File: config.mk
export PLATFORM = sky130hd
export DESIGN_NAME = mc_control_unit_flat
export DESIGN_NICKNAME = d
export VERILOG_FILES = /design/src/rtl/mc_control_unit_if.sv /design/src/rtl/mc_control_unit.sv /design/src/flat_wrapper.sv
export SDC_FILE = /design/constraint.sdc
export NUM_CORES = 1
export LEC_CHECK = 0
export ABC_AREA = 1
export CORE_AREA = 10 10 47 49
export DETAILED_ROUTE_END_ITERATION = 8
export DIE_AREA = 0 0 57 59
export DONT_BUFFER_PORTS = 1
export HOLD_SLACK_MARGIN = 0.02
export SLEW_MARGIN = 20
export SYNTH_ARGS = -nofsm -noshare
export SYNTH_HDL_FRONTEND = slang
export SYNTH_SLANG_ARGS = --single-unit
File: constraint.sdc
create_clock -name clk -period 1.8 [get_ports clk]
set_clock_uncertainty 0.15 [all_clocks]
set_input_delay 0.27 -clock clk [delete_from_list [all_inputs] [get_ports clk]]
set_output_delay 0.27 -clock clk [all_outputs]
set_load 0.02 [all_outputs]
File: src/rtl/mc_control_unit_if.sv
// Control/status bundle between the multicycle control unit and its datapath.
// master = control unit (drives selects/enables), slave = datapath side.
interface mc_control_unit_if #(
  parameter int STATE_W = 4
);
  logic [5:0]         op;
  logic [5:0]         funct;
  logic               zero;
  logic               pcen;
  logic               memwrite;
  logic               irwrite;
  logic               regwrite;
  logic               alusrca;
  logic               iord;
  logic               memtoreg;
  logic               regdst;
  logic [1:0]         alusrcb;
  logic [1:0]         pcsrc;
  logic [2:0]         alucontrol;
  logic               illegal;
  logic [STATE_W-1:0] dbg_state;

  modport master (
    input  op, funct, zero,
    output pcen, memwrite, irwrite, regwrite, alusrca, iord, memtoreg, regdst,
           alusrcb, pcsrc, alucontrol, illegal, dbg_state
  );

  modport slave (
    output op, funct, zero,
    input  pcen, memwrite, irwrite, regwrite, alusrca, iord, memtoreg, regdst,
           alusrcb, pcsrc, alucontrol, illegal, dbg_state
  );
endinterface

File: src/rtl/mc_control_unit.sv
// Multicycle MIPS control: Moore main FSM plus combinational ALU decoder.
// Only pcen depends combinationally on zero; write enables are squashed while reset is high.
module mc_control_unit #(
  parameter int STATE_W = 4
) (
  input  logic                clk,
  input  logic                reset,
  mc_control_unit_if.master   bus
);

  localparam logic [5:0] OP_R    = 6'b000000;
  localparam logic [5:0] OP_LW   = 6'b100011;
  localparam logic [5:0] OP_SW   = 6'b101011;
  localparam logic [5:0] OP_BEQ  = 6'b000100;
  localparam logic [5:0] OP_BNE  = 6'b000101;
  localparam logic [5:0] OP_ADDI = 6'b001000;
  localparam logic [5:0] OP_SLTI = 6'b001010;
  localparam logic [5:0] OP_J    = 6'b000010;

  typedef enum logic [3:0] {
    S_FETCH  = 4'd0,
    S_DECODE = 4'd1,
    S_MEMADR = 4'd2,
    S_MEMRD  = 4'd3,
    S_MEMWB  = 4'd4,
    S_MEMWR  = 4'd5,
    S_EXEC   = 4'd6,
    S_ALUWB  = 4'd7,
    S_BRANCH = 4'd8,
    S_IMMEX  = 4'd9,
    S_IMMWB  = 4'd10,
    S_JUMP   = 4'd11
  } state_t;

  state_t      r_state;
  state_t      w_next;
  logic        r_illegal;
  logic        w_op_bad;

  logic        w_pcwrite;
  logic        w_branch;
  logic        w_bne;
  logic        w_irwrite;
  logic        w_regwrite;
  logic        w_memwrite;
  logic        w_alusrca;
  logic        w_iord;
  logic        w_memtoreg;
  logic        w_regdst;
  logic [1:0]  w_alusrcb;
  logic [1:0]  w_pcsrc;
  logic [1:0]  w_aluop;
  logic [2:0]  w_alucontrol;

  always_ff @(posedge clk) begin
    if (reset) begin
      r_state   <= S_FETCH;
      r_illegal <= 1'b0;
    end else begin
      r_state   <= w_next;
      // Registered so the pulse lands in the FETCH cycle that follows DECODE.
      r_illegal <= (r_state == S_DECODE) && w_op_bad;
    end
  end

  always_comb begin
    w_op_bad = 1'b0;
    case (bus.op)
      OP_R, OP_LW, OP_SW, OP_BEQ, OP_BNE, OP_ADDI, OP_SLTI, OP_J: w_op_bad = 1'b0;
      default:                                                   w_op_bad = 1'b1;
    endcase
  end

  always_comb begin
    w_next     = S_FETCH;
    w_pcwrite  = 1'b0;
    w_branch   = 1'b0;
    w_bne      = 1'b0;
    w_irwrite  = 1'b0;
    w_regwrite = 1'b0;
    w_memwrite = 1'b0;
    w_alusrca  = 1'b0;
    w_iord     = 1'b0;
    w_memtoreg = 1'b0;
    w_regdst   = 1'b0;
    w_alusrcb  = 2'b00;
    w_pcsrc    = 2'b00;
    w_aluop    = 2'b00;

    case (r_state)
      S_FETCH: begin
        w_alusrcb = 2'b01;
        w_irwrite = 1'b1;
        w_pcwrite = 1'b1;
        w_next    = S_DECODE;
      end
      S_DECODE: begin
        // Speculatively form the branch target into ALUOut.
        w_alusrcb = 2'b11;
        case (bus.op)
          OP_LW, OP_SW:     w_next = S_MEMADR;
          OP_R:             w_next = S_EXEC;
          OP_BEQ, OP_BNE:   w_next = S_BRANCH;
          OP_ADDI, OP_SLTI: w_next = S_IMMEX;
          OP_J:             w_next = S_JUMP;
          default:          w_next = S_FETCH;
        endcase
      end
      S_MEMADR: begin
        w_alusrca = 1'b1;
        w_alusrcb = 2'b10;
        if (bus.op == OP_LW)      w_next = S_MEMRD;
        else if (bus.op == OP_SW) w_next = S_MEMWR;
        else                      w_next = S_FETCH;
      end
      S_MEMRD: begin
        w_iord = 1'b1;
        w_next = S_MEMWB;
      end
      S_MEMWB: begin
        w_memtoreg = 1'b1;
        w_regwrite = 1'b1;
      end
      S_MEMWR: begin
        w_iord     = 1'b1;
        w_memwrite = 1'b1;
      end
      S_EXEC: begin
        w_alusrca = 1'b1;
        w_aluop   = 2'b10;
        w_next    = S_ALUWB;
      end
      S_ALUWB: begin
        w_regdst   = 1'b1;
        w_regwrite = 1'b1;
      end
      S_BRANCH: begin
        w_alusrca = 1'b1;
        w_aluop   = 2'b01;
        w_pcsrc   = 2'b01;
        w_branch  = (bus.op == OP_BEQ);
        w_bne     = (bus.op == OP_BNE);
      end
      S_IMMEX: begin
        w_alusrca = 1'b1;
        w_alusrcb = 2'b10;
        w_aluop   = (bus.op == OP_SLTI) ? 2'b11 : 2'b00;
        w_next    = S_IMMWB;
      end
      S_IMMWB: begin
        w_regwrite = 1'b1;
      end
      S_JUMP: begin
        w_pcsrc   = 2'b10;
        w_pcwrite = 1'b1;
      end
      default: w_next = S_FETCH;
    endcase
  end

  always_comb begin
    w_alucontrol = 3'b010;
    case (w_aluop)
      2'b00: w_alucontrol = 3'b010;
      2'b01: w_alucontrol = 3'b110;
      2'b11: w_alucontrol = 3'b111;
      default: begin
        case (bus.funct)
          6'b100000: w_alucontrol = 3'b010;
          6'b100010: w_alucontrol = 3'b110;
          6'b100100: w_alucontrol = 3'b000;
          6'b100101: w_alucontrol = 3'b001;
          6'b101010: w_alucontrol = 3'b111;
          default:   w_alucontrol = 3'b010;
        endcase
      end
    endcase
  end

  assign bus.pcen       = ~reset & (w_pcwrite | (w_branch & bus.zero) | (w_bne & ~bus.zero));
  assign bus.irwrite    = ~reset & w_irwrite;
  assign bus.regwrite   = ~reset & w_regwrite;
  assign bus.memwrite   = ~reset & w_memwrite;
  assign bus.alusrca    = w_alusrca;
  assign bus.iord       = w_iord;
  assign bus.memtoreg   = w_memtoreg;
  assign bus.regdst     = w_regdst;
  assign bus.alusrcb    = w_alusrcb;
  assign bus.pcsrc      = w_pcsrc;
  assign bus.alucontrol = w_alucontrol;
  assign bus.illegal    = r_illegal;
  assign bus.dbg_state  = STATE_W'(r_state);

endmodule

File: src/flat_wrapper.sv
// flat-port wrapper written by rule: the top's interface ports become plain ports
module mc_control_unit_flat 
#(
  parameter int STATE_W = 4
)
  (clk, reset, bus_op, bus_funct, bus_zero, bus_pcen, bus_memwrite, bus_irwrite, bus_regwrite, bus_alusrca, bus_iord, bus_memtoreg, bus_regdst, bus_alusrcb, bus_pcsrc, bus_alucontrol, bus_illegal, bus_dbg_state);
  mc_control_unit_if #(.STATE_W(STATE_W)) bus_i ();
  input  logic clk;
  input  logic reset;
  input wire logic [$bits(bus_i.op)-1:0] bus_op;
  input wire logic [$bits(bus_i.funct)-1:0] bus_funct;
  input wire logic [$bits(bus_i.zero)-1:0] bus_zero;
  output wire logic [$bits(bus_i.pcen)-1:0] bus_pcen;
  output wire logic [$bits(bus_i.memwrite)-1:0] bus_memwrite;
  output wire logic [$bits(bus_i.irwrite)-1:0] bus_irwrite;
  output wire logic [$bits(bus_i.regwrite)-1:0] bus_regwrite;
  output wire logic [$bits(bus_i.alusrca)-1:0] bus_alusrca;
  output wire logic [$bits(bus_i.iord)-1:0] bus_iord;
  output wire logic [$bits(bus_i.memtoreg)-1:0] bus_memtoreg;
  output wire logic [$bits(bus_i.regdst)-1:0] bus_regdst;
  output wire logic [$bits(bus_i.alusrcb)-1:0] bus_alusrcb;
  output wire logic [$bits(bus_i.pcsrc)-1:0] bus_pcsrc;
  output wire logic [$bits(bus_i.alucontrol)-1:0] bus_alucontrol;
  output wire logic [$bits(bus_i.illegal)-1:0] bus_illegal;
  output wire logic [$bits(bus_i.dbg_state)-1:0] bus_dbg_state;
  assign bus_i.op = bus_op;
  assign bus_i.funct = bus_funct;
  assign bus_i.zero = bus_zero;
  assign bus_pcen = bus_i.pcen;
  assign bus_memwrite = bus_i.memwrite;
  assign bus_irwrite = bus_i.irwrite;
  assign bus_regwrite = bus_i.regwrite;
  assign bus_alusrca = bus_i.alusrca;
  assign bus_iord = bus_i.iord;
  assign bus_memtoreg = bus_i.memtoreg;
  assign bus_regdst = bus_i.regdst;
  assign bus_alusrcb = bus_i.alusrcb;
  assign bus_pcsrc = bus_i.pcsrc;
  assign bus_alucontrol = bus_i.alucontrol;
  assign bus_illegal = bus_i.illegal;
  assign bus_dbg_state = bus_i.dbg_state;
  mc_control_unit #(.STATE_W(STATE_W)) u_core (.clk(clk), .reset(reset), .bus(bus_i));
endmodule
Word level (Yosys, flattened, before mapping)
Index checks and enable logic that the tools add are counted.
{"block": "word_totals", "in_bits": 15, "output_inout_bits": 20, "wordCells": 70, "register_bits": 5}
{"block": "classes", "eq_ne": 24, "reduce_logical": 13, "n_mux": 21, "bitwise": 10}
{"cell": "equality test 6 bit (second input constant)", "count": 6}
{"cell": "one-hot mux 4 bit (6 select lines)", "count": 1}
{"cell": "one-hot mux 4 bit (5 select lines)", "count": 1}
{"cell": "equality test 4 x 3 -> 1 bit (second input constant)", "count": 4}
{"cell": "equality test 4 bit (second input constant)", "count": 4}
{"cell": "equality test 6 x 3 -> 1 bit (second input constant)", "count": 2}
{"cell": "equality test 6 x 4 -> 1 bit (second input constant)", "count": 2}
{"cell": "one-hot mux 2 bit (3 select lines)", "count": 2}
{"cell": "one-hot mux 3 bit (4 select lines)", "count": 1}
{"cell": "OR reduction 2 bit", "count": 6}
{"cell": "two-way mux 1 bit", "count": 11}
{"cell": "one-hot mux 3 bit (3 select lines)", "count": 1}
{"cell": "equality test 4 x 2 -> 1 bit (second input constant)", "count": 2}
{"cell": "OR reduction 8 bit", "count": 1}
{"cell": "AND 1 bit", "count": 6}
{"cell": "equality test 6 x 2 -> 1 bit (second input constant)", "count": 1}
{"cell": "zero test 6 bit", "count": 1}
{"cell": "equality test 4 x 1 -> 1 bit (second input constant)", "count": 1}
{"cell": "zero test 4 bit", "count": 1}
{"cell": "two-way mux 4 bit", "count": 1}
{"cell": "one-hot mux 2 bit (2 select lines)", "count": 1}
{"cell": "OR reduction 4 bit", "count": 1}
{"cell": "two-way mux 3 bit", "count": 1}
{"cell": "OR reduction 3 bit", "count": 1}
{"cell": "7 further kinds", "count": 9}

Depth between registers and ports, before layout
{"block": "logic_depth", "depth_word": 6, "depth_mapped": 8, "ltp_nobuf": 8}

Worst setup path before layout
Ideal clock, no wire load.
{"block": "synth_timing", "path_type": "register to output", "from": "reg u_core.r_state[3], in the netlist u_core.bus.dbg_state[3]", "to": "out bus_pcen", "arrival_ns": 1.452, "n_path_buf": 0, "t_required_ns": 1.380, "path_stages_with_launch": 5, "setup_slack_ns": -0.072, "cell_sequence": "dfxtp_1 -> nand2_1 -> nor2_1 -> a21oi_1 -> a21oi_1"}
{"block": "synth_between", "elab_chain_len": 6, "word_cells_on_any_way": 12, "cone_classes": "eq/ne (2); mux (3); bitwise (5); reduce/logical (2)"}
{"element": "start: declaration", "line": "mc_control_unit.sv:35", "text": "state_t r_state;"}
{"element": "start signal: assignment", "line": "mc_control_unit.sv:60", "text": "r_state <= w_next;"}
{"element": "equality test 4 bit or zero test 4 bit (tied branches)", "line": "mc_control_unit.sv:90", "text": "case (r_state)"}
{"element": "OR reduction 2 bit (no line) or two-way mux 1 bit (tied branches)"}
{"element": "two-way mux 1 bit or AND 1 bit (tied branches)", "line": "mc_control_unit.sv:90, mc_control_unit.sv:180"}
{"element": "bitwise OR 1 bit", "line": "mc_control_unit.sv:180", "text": "assign bus.pcen = ~reset & (w_pcwrite | (w_branch & bus.zero) | (w_bne & ~bus.zero));"}
{"element": "bitwise OR 1 bit *", "line": "mc_control_unit.sv:180"}
{"element": "AND 1 bit *", "line": "mc_control_unit.sv:180"}
{"element": "end: declaration", "line": "flat_wrapper.sv:13", "text": "output wire logic [$bits(bus_i.pcen)-1:0] bus_pcen;"}
Every way passes the cells marked *; elsewhere a longest branch is shown, timed or not.

Final worst setup path
{"block": "layout_timing", "from": "reg u_core.r_state[0], in the netlist u_core.bus.dbg_state[0]", "to": "out bus_pcen"}
Same word-level chain as after synthesis.

==> run metrics <==
Worst EP arrival 1390 ps; gr usage total 10.4%; largest net degree at the start of global routing 8; CP Capture Type output port; post-synthesis cell area 611 µm²; antenna cell count 0; highest achievable clock rate 0.553 GHz; cell-internal power 0.235 mW; max incr delay on CP 390 ps; P&R area growth vs syn 29.3%; VDD IR max 0.207 mV; initial antenna violation count 0; number of instances in the synthesized netlist 113; cts bufs inserted 3; Most common cell on crit path sky130_fd_sc_hd__inv_1; Layout fillers 158; clock tree from TritonCTS yes; ys async rst share 0%; final hold violation count 0; Clock Latency Late Sink 230 ps; unrepaired setup endpoints after global routing yes; cell types occupying the most area after synthesis sky130_fd_sc_hd__dfxtp_1 (16%), sky130_fd_sc_hd__nand2_1 (15%), sky130_fd_sc_hd__nor2_1 (12%); post-place instance area 719 µm²; cell class contributing the biggest share of worst-path delay flip-flops; Synth Area per Inst 5.40 µm²; number of clock sinks seen by CTS 5; power per cell area 435 mW/mm²; share of total power in combinational logic 28.1%; least setup slack across all paths after layout -9.25 ps; post-layout instance area 790 µm²; result of the run finished, violations left; post-synth top area share 16.4%; footprint of the flip-flops and latches 104 µm²; most common cell in the synthesized netlist sky130_fd_sc_hd__nand2_1; Worst Path Required 1380 ps; top cell type by total area after synthesis sky130_fd_sc_hd__dfxtp_1; Sw Share 31.5%; Net count, final 145; placement-stage worst setup slack 204 ps; Port-buffer cells 0; count of final max-slew check failures 0; Root Buffer Master sky130_fd_sc_hd__clkbuf_4; number of enable-type register cells in the synthesized netlist 0; sequential group share of total power 36.0%; overall routed net length 1.86 mm; standard cell with the maximum stage delay on the critical path sky130_fd_sc_hd__dfxtp_2; flip-flop and latch count after synthesis 5; number of different library cells in the post-synthesis netlist 21; leakage power 0.394 nW; violations in the final reports setup timing; # Max-Cap Violations 0; net count after synthesis 128; count of buffer and inverter cells on the critical path 3; non-filler instance count after layout 145; largest driver fanout on the critical path 5; fraction of the yosys area taken by sequential cells 16.4%; Routed wire per std cell 12.8 µm; die area 0.00336 mm²; effective utilization at floorplan 43.6%; kind of start point of the critical path register; part of the power in the clock network 35.8%; initial drt markers 11; count of pins on the block boundary 35; Die X-Extent 57 µm; via count of the first global-routing pass 735; worst setup path class reg -> out; largest buffer count on any clock path 2; area occupied by multi-input gates 457 µm²; Die Y-Extent 59 µm; post-detail-place hpwl 1.59 mm; Core Box Area 0.00140 mm²; final cycle utilization of the critical path 101%; average vias per placed instance 4.86; clk slew on worst S/H paths 40 ps; post-CTS setup buffer count 0; path category of the worst min-delay check in -> reg; proportion of layout cells with a drive suffix above 1 34.1%; Residual DRC 0; critical-path cell list inv_1 > nand2_1 > inv_1 > a21oi_1 > a21oi_2 > buf_4; final setup vio count 1; Top FF cell, synth sky130_fd_sc_hd__dfxtp_1; RD Place Congestion 0.832; via count of the routed design 704; total number of yosys warnings 0; total net switching power 0.108 mW; headroom to the max-slew limit 73.6%; total iterations of the first detailed-routing run 4; total gr overflow 0; fin crit period 1810 ps; number of standard-cell rows in the floorplan 14; number of placed cells counting well taps 140; slew at the pin closest to its max-slew limit 394 ps; number of antenna-violating nets in the routed design 0; global-route wire length before repair 3.00 mm; level count of the clock H-tree 1; most frequent cells after synthesis sky130_fd_sc_hd__nand2_1 (24), sky130_fd_sc_hd__nor2_1 (20), sky130_fd_sc_hd__inv_1 (17)
[sequential cells by signal, summed over array words and instances (netlist names)]
name and cells:
u_core.bus.illegal 1, u_core.bus.dbg_state 4
[power by group through the flow]
stage          registers (mW)  logic (mW)  clock network (mW)
2_1_floorplan           0.127      0.0669                   0
3_3_place_gp            0.125      0.0903                   0
3_5_place_dp            0.125      0.0913                   0
4_1_cts                 0.123      0.0945               0.127
5_1_grt                 0.124       0.107               0.133
6_report                0.124      0.0967               0.123
[cells by family (layout without fill, tap and decap cells)]
family / after synthesis / count (layout) / share of synthesized area (%)
simple gates: 71 / 71 / 55.5
buf+inv: 23 / 39 / 15.4
compound gates: 14 / 14 / 12.7
flops: 5 / 5 / 16.4
[worst paths after layout]
path	from	to	slack, ps	depth (start not counted)
min	bus_op[0]	u_core.bus.illegal$_SDFF_PP0_	80	2
max	u_core.bus.dbg_state[0]$_SDFF_PP0_	bus_pcen	-9	6
min reg2reg	u_core.bus.dbg_state[3]$_SDFF_PP0_	u_core.bus.dbg_state[3]$_SDFF_PP0_	480	2
max reg2reg	u_core.bus.dbg_state[3]$_SDFF_PP0_	u_core.bus.dbg_state[2]$_SDFF_PP0_	540	7
[per-layer routing]
metal | share of wire, % | wire length [µm] | track usage, % | up-vias
met4 | 0 | 0 | 2.01 | 0
met3 | 8.5 | 158 | 3.86 | 0
met1 | 37 | 695 | 10.0 | 303
met5 | 0 | 0 | 0 | -
li1 | - | - | - | 380
met2 | 54 | 1000 | 20.3 | 21
[final cells by class]
| class | count | share of cell area [%] |
|---|---|---|
| clock buffer | 4 | 3.33 |
| inverter | 22 | 10.5 |
| multi-input combinational | 85 | 57.8 |
| sequential | 5 | 13.2 |
| timing repair buffer | 13 | 12.7 |
| tap | 16 | 2.54 |
[cell usage in the layout, fill, tap and decap left out]
cell / count
sky130_fd_sc_hd__nand2_2: 4
sky130_fd_sc_hd__nand4_1: 2
sky130_fd_sc_hd__nor2_4: 4
sky130_fd_sc_hd__dlygate4sd3_1: 1
sky130_fd_sc_hd__and2_0: 1
sky130_fd_sc_hd__o21ai_0: 2
sky130_fd_sc_hd__buf_4: 12
sky130_fd_sc_hd__inv_2: 5
sky130_fd_sc_hd__o21ai_1: 5
sky130_fd_sc_hd__or2_2: 1
sky130_fd_sc_hd__nand2_4: 3
sky130_fd_sc_hd__nand3b_1: 1
sky130_fd_sc_hd__clkbuf_1: 1
sky130_fd_sc_hd__nand3_1: 7
sky130_fd_sc_hd__a21oi_1: 3
sky130_fd_sc_hd__a21oi_2: 2
sky130_fd_sc_hd__dfxtp_1: 2
sky130_fd_sc_hd__nand2_1: 21
sky130_fd_sc_hd__dfxtp_2: 3
sky130_fd_sc_hd__nor2_1: 18
sky130_fd_sc_hd__nor2_2: 7
sky130_fd_sc_hd__a31o_1: 1
sky130_fd_sc_hd__clkbuf_4: 3
sky130_fd_sc_hd__nor3_1: 2
sky130_fd_sc_hd__o2111ai_1: 1
sky130_fd_sc_hd__inv_1: 17
[metrics by stage]
stage / power, mW / hold slack, ps / utilization (%) / TNS, ps
CTS: 0.345 / 81.8 / 54.4 / 0
global placement: 0.215 / 193 / 51.3 / 0
detailed placement: 0.216 / 193 / 51.3 / 0
floorplan: 0.194 / 299 / - / 0
finish: 0.344 / 82.1 / 56.3 / -9.25
global route: 0.364 / 84.9 / 56.3 / -84.6
[timing repair]
action | in CTS | in global routing
hold endpoints to repair | 4 | 0
endpoints found under the setup margin | 4 | 5
resized for setup | 4 | 8
pin swaps | 1 | 1
hold buffers | 1 | 0
Power figures use the tool's default switching activity.
